File: config.mk
export PLATFORM = sky130hd
export DESIGN_NAME = mem_access_unit
export DESIGN_NICKNAME = d
export VERILOG_FILES = /design/src/rtl/mem_access_unit.sv
export SDC_FILE = /design/constraint.sdc
export NUM_CORES = 1
export LEC_CHECK = 0
export ABC_AREA = 1
export BUFFER_PORTS_ARGS = -buffer_cell sky130_fd_sc_hd__clkbuf_2
export CORE_MARGIN = 1
export CORE_UTILIZATION = 45
export CTS_CLUSTER_DIAMETER = 40
export CTS_CLUSTER_SIZE = 14
export DETAILED_ROUTE_END_ITERATION = 6
export PLACE_DENSITY = 0.72
export RECOVER_POWER = 25
export SLEW_MARGIN = 20
export SYNTH_ARGS = -nofsm -noshare
export SYNTH_HDL_FRONTEND = slang
export SYNTH_SLANG_ARGS = --single-unit
File: constraint.sdc
create_clock -name clk -period 2.05 [get_ports clk]
set_input_delay 0.205 -clock clk [delete_from_list [all_inputs] [get_ports clk]]
set_output_delay 0.205 -clock clk [all_outputs]
set_load 0.01 [all_outputs]
File: src/rtl/mem_access_unit.sv
// mem_access_unit: load/store front-end for a word-wide, byte-addressed
// little-endian data memory. Sub-word stores become read-modify-write pairs;
// loads are lane-extracted and zero/sign-extended into a registered result.
// Optional feature: define MEM_ACCESS_ALIGN_CHECK_EN to reject misaligned
// half/word accesses and size=11 through a FAULT state.
module mem_access_unit (
    input  logic        clk,
    input  logic        rst_n,
    input  logic        i_req,
    input  logic        i_we,
    input  logic [1:0]  i_size,
    input  logic        i_sign_ext,
    input  logic [31:0] i_addr,
    input  logic [31:0] i_wdata,
    output logic        o_ready,
    output logic        o_rvalid,
    output logic [31:0] o_rdata,
    output logic        o_fault,
    output logic        o_mem_we,
    output logic [31:0] o_mem_addr,
    output logic [31:0] o_mem_wdata,
    input  logic [31:0] i_mem_rdata
);

    localparam int unsigned DW = 32;
    localparam int unsigned HW = 16;
    localparam int unsigned BW = 8;

    typedef enum logic [2:0] {
        S_IDLE,
        S_LOAD,
        S_RD,
`ifdef MEM_ACCESS_ALIGN_CHECK_EN
        S_FAULT,
`endif
        S_WR
    } state_t;

    state_t          r_state;
    state_t          w_state_nxt;

    logic [1:0]      r_lane;
    logic [1:0]      r_size;
    logic            r_sign;
    logic [HW-1:0]   r_wdata;

    logic            r_rvalid;
    logic [DW-1:0]   r_rdata;
    logic            r_mem_we;
    logic [DW-1:0]   r_mem_addr;
    logic [DW-1:0]   r_mem_wdata;

    logic [BW-1:0]   w_byte;
    logic [HW-1:0]   w_half;
    logic [DW-1:0]   w_ld_val;
    logic [DW-1:0]   w_merge_val;

`ifdef MEM_ACCESS_ALIGN_CHECK_EN
    logic            r_fault;
    logic            w_misalign;

    // Rejected accesses: misaligned half/word or the reserved size
    always_comb begin
        w_misalign = (i_size == 2'b11)
                   || ((i_size == 2'b10) && (i_addr[1:0] != 2'b00))
                   || ((i_size == 2'b01) && i_addr[0]);
    end

    assign o_fault = r_fault;
`else
    assign o_fault = 1'b0;
`endif

    assign o_ready     = (r_state == S_IDLE);
    assign o_rvalid    = r_rvalid;
    assign o_rdata     = r_rdata;
    assign o_mem_we    = r_mem_we;
    assign o_mem_addr  = r_mem_addr;
    assign o_mem_wdata = r_mem_wdata;

    // FSM state register
    always_ff @(posedge clk or negedge rst_n) begin
        if (!rst_n) begin
            r_state <= S_IDLE;
        end else begin
            r_state <= w_state_nxt;
        end
    end

    // FSM next-state; size[1] set means a whole-word access
    always_comb begin
        w_state_nxt = r_state;
        case (r_state)
            S_IDLE: begin
                if (i_req) begin
`ifdef MEM_ACCESS_ALIGN_CHECK_EN
                    if (w_misalign)
                        w_state_nxt = S_FAULT;
                    else
`endif
                    if (!i_we)
                        w_state_nxt = S_LOAD;
                    else if (i_size[1])
                        w_state_nxt = S_WR;
                    else
                        w_state_nxt = S_RD;
                end
            end
            S_LOAD:  w_state_nxt = S_IDLE;
            S_RD:    w_state_nxt = S_WR;
            S_WR:    w_state_nxt = S_IDLE;
`ifdef MEM_ACCESS_ALIGN_CHECK_EN
            S_FAULT: w_state_nxt = S_IDLE;
`endif
            default: w_state_nxt = S_IDLE;
        endcase
    end

    // Lane extraction for loads and lane merge for sub-word stores
    always_comb begin
        case (r_lane)
            2'd0:    w_byte = i_mem_rdata[7:0];
            2'd1:    w_byte = i_mem_rdata[15:8];
            2'd2:    w_byte = i_mem_rdata[23:16];
            default: w_byte = i_mem_rdata[31:24];
        endcase
        w_half = r_lane[1] ? i_mem_rdata[31:16] : i_mem_rdata[15:0];

        case (r_size)
            2'b00:   w_ld_val = {{(DW-BW){r_sign & w_byte[BW-1]}}, w_byte};
            2'b01:   w_ld_val = {{(DW-HW){r_sign & w_half[HW-1]}}, w_half};
            default: w_ld_val = i_mem_rdata;
        endcase

        w_merge_val = i_mem_rdata;
        if (r_size == 2'b00) begin
            case (r_lane)
                2'd0:    w_merge_val[7:0]   = r_wdata[7:0];
                2'd1:    w_merge_val[15:8]  = r_wdata[7:0];
                2'd2:    w_merge_val[23:16] = r_wdata[7:0];
                default: w_merge_val[31:24] = r_wdata[7:0];
            endcase
        end else if (r_lane[1]) begin
            w_merge_val[31:16] = r_wdata;
        end else begin
            w_merge_val[15:0] = r_wdata;
        end
    end

    // Request capture, memory-side outputs and load result registers
    always_ff @(posedge clk or negedge rst_n) begin
        if (!rst_n) begin
            r_lane      <= 2'b00;
            r_size      <= 2'b00;
            r_sign      <= 1'b0;
            r_wdata     <= '0;
            r_rvalid    <= 1'b0;
            r_rdata     <= '0;
            r_mem_we    <= 1'b0;
            r_mem_addr  <= '0;
            r_mem_wdata <= '0;
`ifdef MEM_ACCESS_ALIGN_CHECK_EN
            r_fault     <= 1'b0;
`endif
        end else begin
            r_rvalid <= 1'b0;
`ifdef MEM_ACCESS_ALIGN_CHECK_EN
            r_fault  <= 1'b0;
`endif
            case (r_state)
                S_IDLE: begin
                    if (i_req) begin
                        r_lane  <= i_addr[1:0];
                        r_size  <= i_size;
                        r_sign  <= i_sign_ext;
                        r_wdata <= i_wdata[HW-1:0];
`ifdef MEM_ACCESS_ALIGN_CHECK_EN
                        if (w_misalign)
                            r_fault <= 1'b1;
                        else
`endif
                        begin
                            r_mem_addr <= {i_addr[31:2], 2'b00};
                            if (i_we && i_size[1]) begin
                                r_mem_we    <= 1'b1;
                                r_mem_wdata <= i_wdata;
                            end
                        end
                    end
                end
                S_LOAD: begin
                    r_rdata  <= w_ld_val;
                    r_rvalid <= 1'b1;
                end
                S_RD: begin
                    r_mem_wdata <= w_merge_val;
                    r_mem_we    <= 1'b1;
                end
                S_WR: begin
                    r_mem_we <= 1'b0;
                end
                default: begin
                end
            endcase
        end
    end

endmodule

Yosys cells after proc, flatten, opt, wreduce, memory -nomap -nowiden
Cells that the tools add are included.
{"block": "totals", "register_bits": 120, "in_bits": 103}
{"block": "classes", "n_eq_ne": 8, "muxes": 21, "n_reduce_logical": 10, "bitwise_logic": 2}
{"operator": "case mux 32 bit (2 select lines)", "n": 2}
{"operator": "2-to-1 mux 32 bit", "n": 3}
{"operator": "2-to-1 mux 16 bit", "n": 3}
{"operator": "2-to-1 mux 8 bit", "n": 4}
{"operator": "case mux 8 bit (3 select lines)", "n": 1}
{"operator": "== test 3 x 2 -> 1 bit (second input constant)", "n": 2}
{"operator": "case mux 3 bit (2 select lines)", "n": 1}
{"operator": "AND reduction 3 bit", "n": 2}
{"operator": "== test 2 x 1 -> 1 bit (second input constant)", "n": 2}
{"operator": "logical NOT 2 bit", "n": 2}
{"operator": "2-to-1 mux 1 bit", "n": 4}
{"operator": "== test 3 x 1 -> 1 bit (second input constant)", "n": 1}
{"operator": "logical NOT 3 bit", "n": 1}
{"operator": "2-to-1 mux 3 bit", "n": 1}
{"operator": "case mux 1 bit (3 select lines)", "n": 1}
{"operator": "nonzero test 3 bit", "n": 1}
{"operator": "OR reduction 3 bit", "n": 1}
{"operator": "AND 1 bit", "n": 2}
{"operator": "== test 2 bit (second input constant)", "n": 1}
{"operator": "2-to-1 mux 2 bit", "n": 1}
{"operator": "!= test 2 x 1 -> 1 bit (second input constant)", "n": 1}
{"operator": "!= test 2 bit (second input constant)", "n": 1}
{"operator": "AND reduction 2 bit", "n": 1}
{"operator": "nonzero test 2 bit", "n": 1}
{"operator": "logical AND 1 bit", "n": 1}

Longest topological paths before layout
{"block": "depth", "word_depth": 5, "mapped_depth": 10, "depth_no_buf": 9}

Least setup slack after synthesis
Ideal clock, no wire load.
{"block": "synth_timing", "path_type": "register -> register", "from": "register r_state[1]", "to": "register r_mem_addr[14] (netlist: o_mem_addr[14])", "path_buffers": 2, "setup_time_ns": 0.125, "arrival_ns": 1.235, "stages_incl_launch_ff": 6, "synth_period_minus_slack_ns": 1.360, "slack_ns": 0.690, "path_cell_list": "dfrtp_1 > nor2_2 > nand2_1 > buf_6 > buf_6 > mux2_2"}
{"block": "synth_via", "elab_chain_cells": 2}
{"element": "start, declared", "line": "39", "source": "state_t r_state;"}
{"element": "start signal, assigned", "line": "86", "source": "r_state <= w_state_nxt;"}
{"element": "logical NOT 3 bit"}
{"element": "named net o_ready", "line": "15", "source": "output logic o_ready,"}
{"element": "AND reduction 2 bit (no source line)"}
{"element": "end signal, assigned", "line": "183", "source": "r_mem_addr <= {i_addr[31:2], 2'b00};"}
{"element": "end, declared", "line": "50", "source": "logic [DW-1:0] r_mem_addr;"}
The timed path passes the listed nets, and every way through them passes these cells.
A chain may end at the register's enable or synchronous reset.

Worst setup path after layout
{"block": "layout_timing", "from": "register r_lane[1]", "to": "register r_mem_wdata[7] (netlist: o_mem_wdata[7])"}
{"block": "layout_via", "elab_chain_cells": 4, "word_cells_on_any_way": 5, "cone_classes": "mux: 4; reduce/logical: 1"}
{"element": "start, declared", "line": "42", "source": "logic [1:0] r_lane;"}
{"element": "start signal, assigned", "line": "173", "source": "r_lane <= i_addr[1:0];"}
{"element": "logical NOT 2 bit", "line": "137", "source": "case (r_lane)"}
{"element": "2-to-1 mux 8 bit", "line": "137"}
{"element": "2-to-1 mux 32 bit *", "line": "136", "source": "if (r_size == 2'b00) begin"}
{"element": "case mux 32 bit (2 select lines) *", "line": "170", "source": "case (r_state)"}
{"element": "end signal, assigned", "line": "186", "source": "r_mem_wdata <= i_wdata;"}
{"element": "end signal, assigned", "line": "196", "source": "r_mem_wdata <= w_merge_val;"}
{"element": "end, declared", "line": "51", "source": "logic [DW-1:0] r_mem_wdata;"}
Mark *: on every way between the ends. The rest lies on a longest branch, timed or not.

==> impl_summary.log <==
[metrics] port buffer count: 199
[metrics] Cell Area, Synth: 0.00639 mm²
[metrics] fraction of the yosys area taken by sequential cells: 46.6%
[metrics] top achievable clock speed: 0.576 GHz
[metrics] largest stage delay on the critical path: 0.54 ns
[metrics] number of vias after detailed routing: 6301
[metrics] Worst Slack Setup Final: 0.314 ns
[metrics] pre-CTS WS: 0.219 ns
[metrics] instance count along the most critical hold path: 2
[metrics] layout cells sized above 1: 32.5%
[metrics] Final Hold Vio Count: 0
[metrics] synth unique cells: 27
[metrics] remaining global-route overflow: 0
[metrics] reg-to-reg critical path endpoint: o_mem_wdata[7]
[metrics] worst reg-to-reg setup slack: 0.31 ns
[metrics] worst hold start: i_addr[18]
[metrics] initial standard-cell utilization of the core: 46.0%
[metrics] Register-to-Register Path Depth: 6
[metrics] vias in the first global route: 5909
[metrics] crit path launch type: register
[metrics] nature of the critical path endpoint: register
[metrics] Pleak: 4.07 nW
[metrics] hold-critical path endpoint: o_mem_addr[18]
[metrics] Worst-path clk slew: 0.06 ns
[metrics] arrival time worst endpoint: 2.04 ns
[metrics] path type of the worst setup path: reg2reg
[metrics] Data required, critical path: 2.35 ns
[metrics] clock root buffer: sky130_fd_sc_hd__clkbuf_16
[metrics] I/O pin cnt: 203
[metrics] buffer count from post-CTS setup fixing: 0
[metrics] number of storage elements in the synthesis netlist: 119
[metrics] number of pins exceeding their max-slew limit in the final report: 0
[metrics] total negative slack for setup checks: 0 ns
[metrics] Die ar.: 0.0147 mm²
[metrics] per-instance average area after synthesis: 7.99 µm²
[metrics] detailed router's first-iteration violation count: 458
[metrics] vias per inst: 5.33
[metrics] Slew @ Worst Pin: 1.11 ns
[metrics] post-detail-place hpwl: 13700 µm
[metrics] antenna violations before repair: 0
[metrics] overall die width: 121 µm
[metrics] share of the core filled with cells in the final layout: 58.5%
[metrics] final count of negative-setup-slack endpoints: 0
[metrics] Max clock buf depth: 2
[metrics] global placer's final weighted congestion: 0.916
[metrics] GRT Overall Usage: 26.9%
[metrics] FF-to-FF Start: r_lane[1]
[metrics] share of the synthesized area in the top cell type: 46.6%
[metrics] largest net degree at the start of global routing: 120
[metrics] YS warnings: 0
[metrics] Routed Antenna Nets: 0
[metrics] total clock sinks: 119
[metrics] relative max-transition margin: 26.0%
[metrics] outcome: finished clean
[metrics] CTS tree: done
[metrics] power density normalized to cell area: 1530 mW/mm²
[metrics] final routed wirelength across all metal layers: 19100 µm
[metrics] global-route wire length before repair: 30000 µm
[metrics] Initial DRT Pass Iterations: 5
[metrics] worst hold path type: in2reg
[metrics] cell accounting for the most synthesized area: sky130_fd_sc_hd__dfrtp_1
[metrics] max capacitance violation total: 0
[metrics] share of the clock period used by the worst path after layout: 84.7%
[metrics] height of the die: 121 µm
[metrics] count of standard-cell rows: 43
[metrics] total clock buffers created by CTS: 17
[metrics] clk_lat worst skew: 0.42 ns
[metrics] chain of cells forming the critical path: nor2_1 -> inv_1 -> nand2_1 -> nand3_1 -> nand3_1 -> a21oi_1
[metrics] antenna diode count: 0
[metrics] number of nets in the final layout: 1092
[metrics] average wire per standard cell: 16.1 µm
[metrics] unrepaired setup endpoints after global routing: no
[metrics] most prevalent standard cell on the critical path: sky130_fd_sc_hd__nand3_1
[metrics] total design power: 12.4 mW
[metrics] CTS H-tree depth: 4
[metrics] master of the slowest instance on the critical path: sky130_fd_sc_hd__nor2_1
[metrics] number of cells produced by synthesis: 799
[metrics] Synth area leaders: sky130_fd_sc_hd__dfrtp_1 47%, sky130_fd_sc_hd__nand2_1 13%, sky130_fd_sc_hd__a21oi_1 8.5%
[metrics] Final Instance Count excl. Fillers: 1182
[metrics] detailed-route DRC error count: 0
[metrics] final period demand of the worst path: 1.74 ns
[metrics] placeable core region: 0.0139 mm²
[metrics] Placed Instances: 1145
[metrics] final setup skew: 0.00508 ns
[metrics] post-synthesis to final-layout area growth: 27.1%
[metrics] worst supply voltage drop on vdd: 0.000861 V
[metrics] maximum fanout encountered on the critical timing path: 11
## worst max-delay path, delay by kind of cell (launching register included)
kind	cells	cell delay, ns
flip-flops	1	0.51
buffers and inverters	1	0.24
AO/OA/AOI/OAI	1	0.07
AND/OR/NAND/NOR	4	0.80
## cells by family (layout without fill, tap and decap cells)
family                 after synthesis  count (layout)  share of synthesized area (%)
AND/OR/NAND/NOR                    404             404                           27.0
AO/OA/AOI/OAI                      139             139                           11.5
flip-flops                         119             119                           46.6
buffers and inverters               91             292                           6.88
multiplexers                        45              45                           7.93
other                                1               3                         0.0587
## metrics by stage
stage          hold slack [ns]  cell area, µm²
2_1_floorplan          -0.0906            6390
3_3_place_gp             0.353            7460
3_5_place_dp             0.351            7460
4_1_cts               0.000126            8100
5_1_grt                0.00259            8120
6_report                0.0115            8120
## Yosys cell counts, drive strengths merged
library cell / instances
nand2: 221
mux2: 45
inv: 41
o221ai: 4
or2: 16
o21bai: 1
o211ai: 4
a31oi: 3
clkbuf: 11
buf: 39
dfrtp: 119
nand3: 107
conb: 1
nor2: 60
a21oi: 109
o21ai: 18
## cell type report
cell class / instances / area [µm²]
clock buffers: 18 / 429
clock inverters: 14 / 178
fillers: 1291 / 5760
inverters: 41 / 154
multi-input cells: 591 / 2990
flip-flops and latches: 119 / 2980
well taps: 180 / 225
repair buffers: 219 / 1160
## registers in the layout (all words and copies together), names as in the netlist
signal       cells
o_mem_wdata     32
o_rdata         32
o_mem_addr      30
r_wdata         16
r_lane           2
r_size           2
r_state          2
o_mem_we         1
o_rvalid         1
r_sign           1
## per-layer routing
metal | share of wire [%] | GRT usage [%] | vias up
met1 | 41 | 34.5 | 2919
met4 | 4.3 | 15.9 | 0
met2 | 47 | 41.1 | 289
met3 | 7.9 | 6.77 | 61
met5 | 0 | 0 | -
li1 | - | - | 3032
## report_power, final
group / switching [mW] / total, mW / internal [mW] / leakage, nW
Sequential: 0.789 / 4.19 / 3.40 / 1.37
Clock: 1.13 / 3.05 / 1.92 / 0.283
Combinational: 3.10 / 5.19 / 2.09 / 2.42
Total: 5.02 / 12.4 / 7.41 / 4.07
## cell usage in the layout, fill, tap and decap left out, drive strengths merged
| master | synthesis | routed |
|---|---|---|
| a21oi | 109 | 109 |
| a31oi | 3 | 3 |
| buf | 39 | 15 |
| bufinv | 0 | 3 |
| clkbuf | 11 | 217 |
| clkinv | 0 | 6 |
| clkinvlp | 0 | 4 |
| conb | 1 | 3 |
| dfrtp | 119 | 119 |
| dlygate4sd3 | 0 | 5 |
| inv | 41 | 42 |
| mux2 | 45 | 45 |
| nand2 | 221 | 221 |
| nand3 | 107 | 107 |
| nor2 | 60 | 60 |
| o211ai | 4 | 4 |
| o21ai | 18 | 18 |
| o21bai | 1 | 1 |
| o221ai | 4 | 4 |
| or2 | 16 | 16 |
## timing repair
| item | CTS | global route |
|---|---|---|
| hold endpoints to repair | 121 | 2 |
| hold buffers | 3 | 2 |
| setup endpoints to repair | 0 | 13 |
| resized for setup | 0 | 1 |
## how the worst max path moves through the flow
stage               startpoint             end  slack, ns
floorplan           r_state[1]  o_mem_addr[14]       0.69
global placement     r_lane[1]     o_rdata[27]       0.30
detailed placement   r_lane[1]     o_rdata[21]       0.22
CTS                  r_lane[1]     o_rdata[21]       0.19
global route         r_lane[1]  o_mem_wdata[0]       0.12
finish               r_lane[1]  o_mem_wdata[7]       0.31
(Power assumes the default switching activity.)
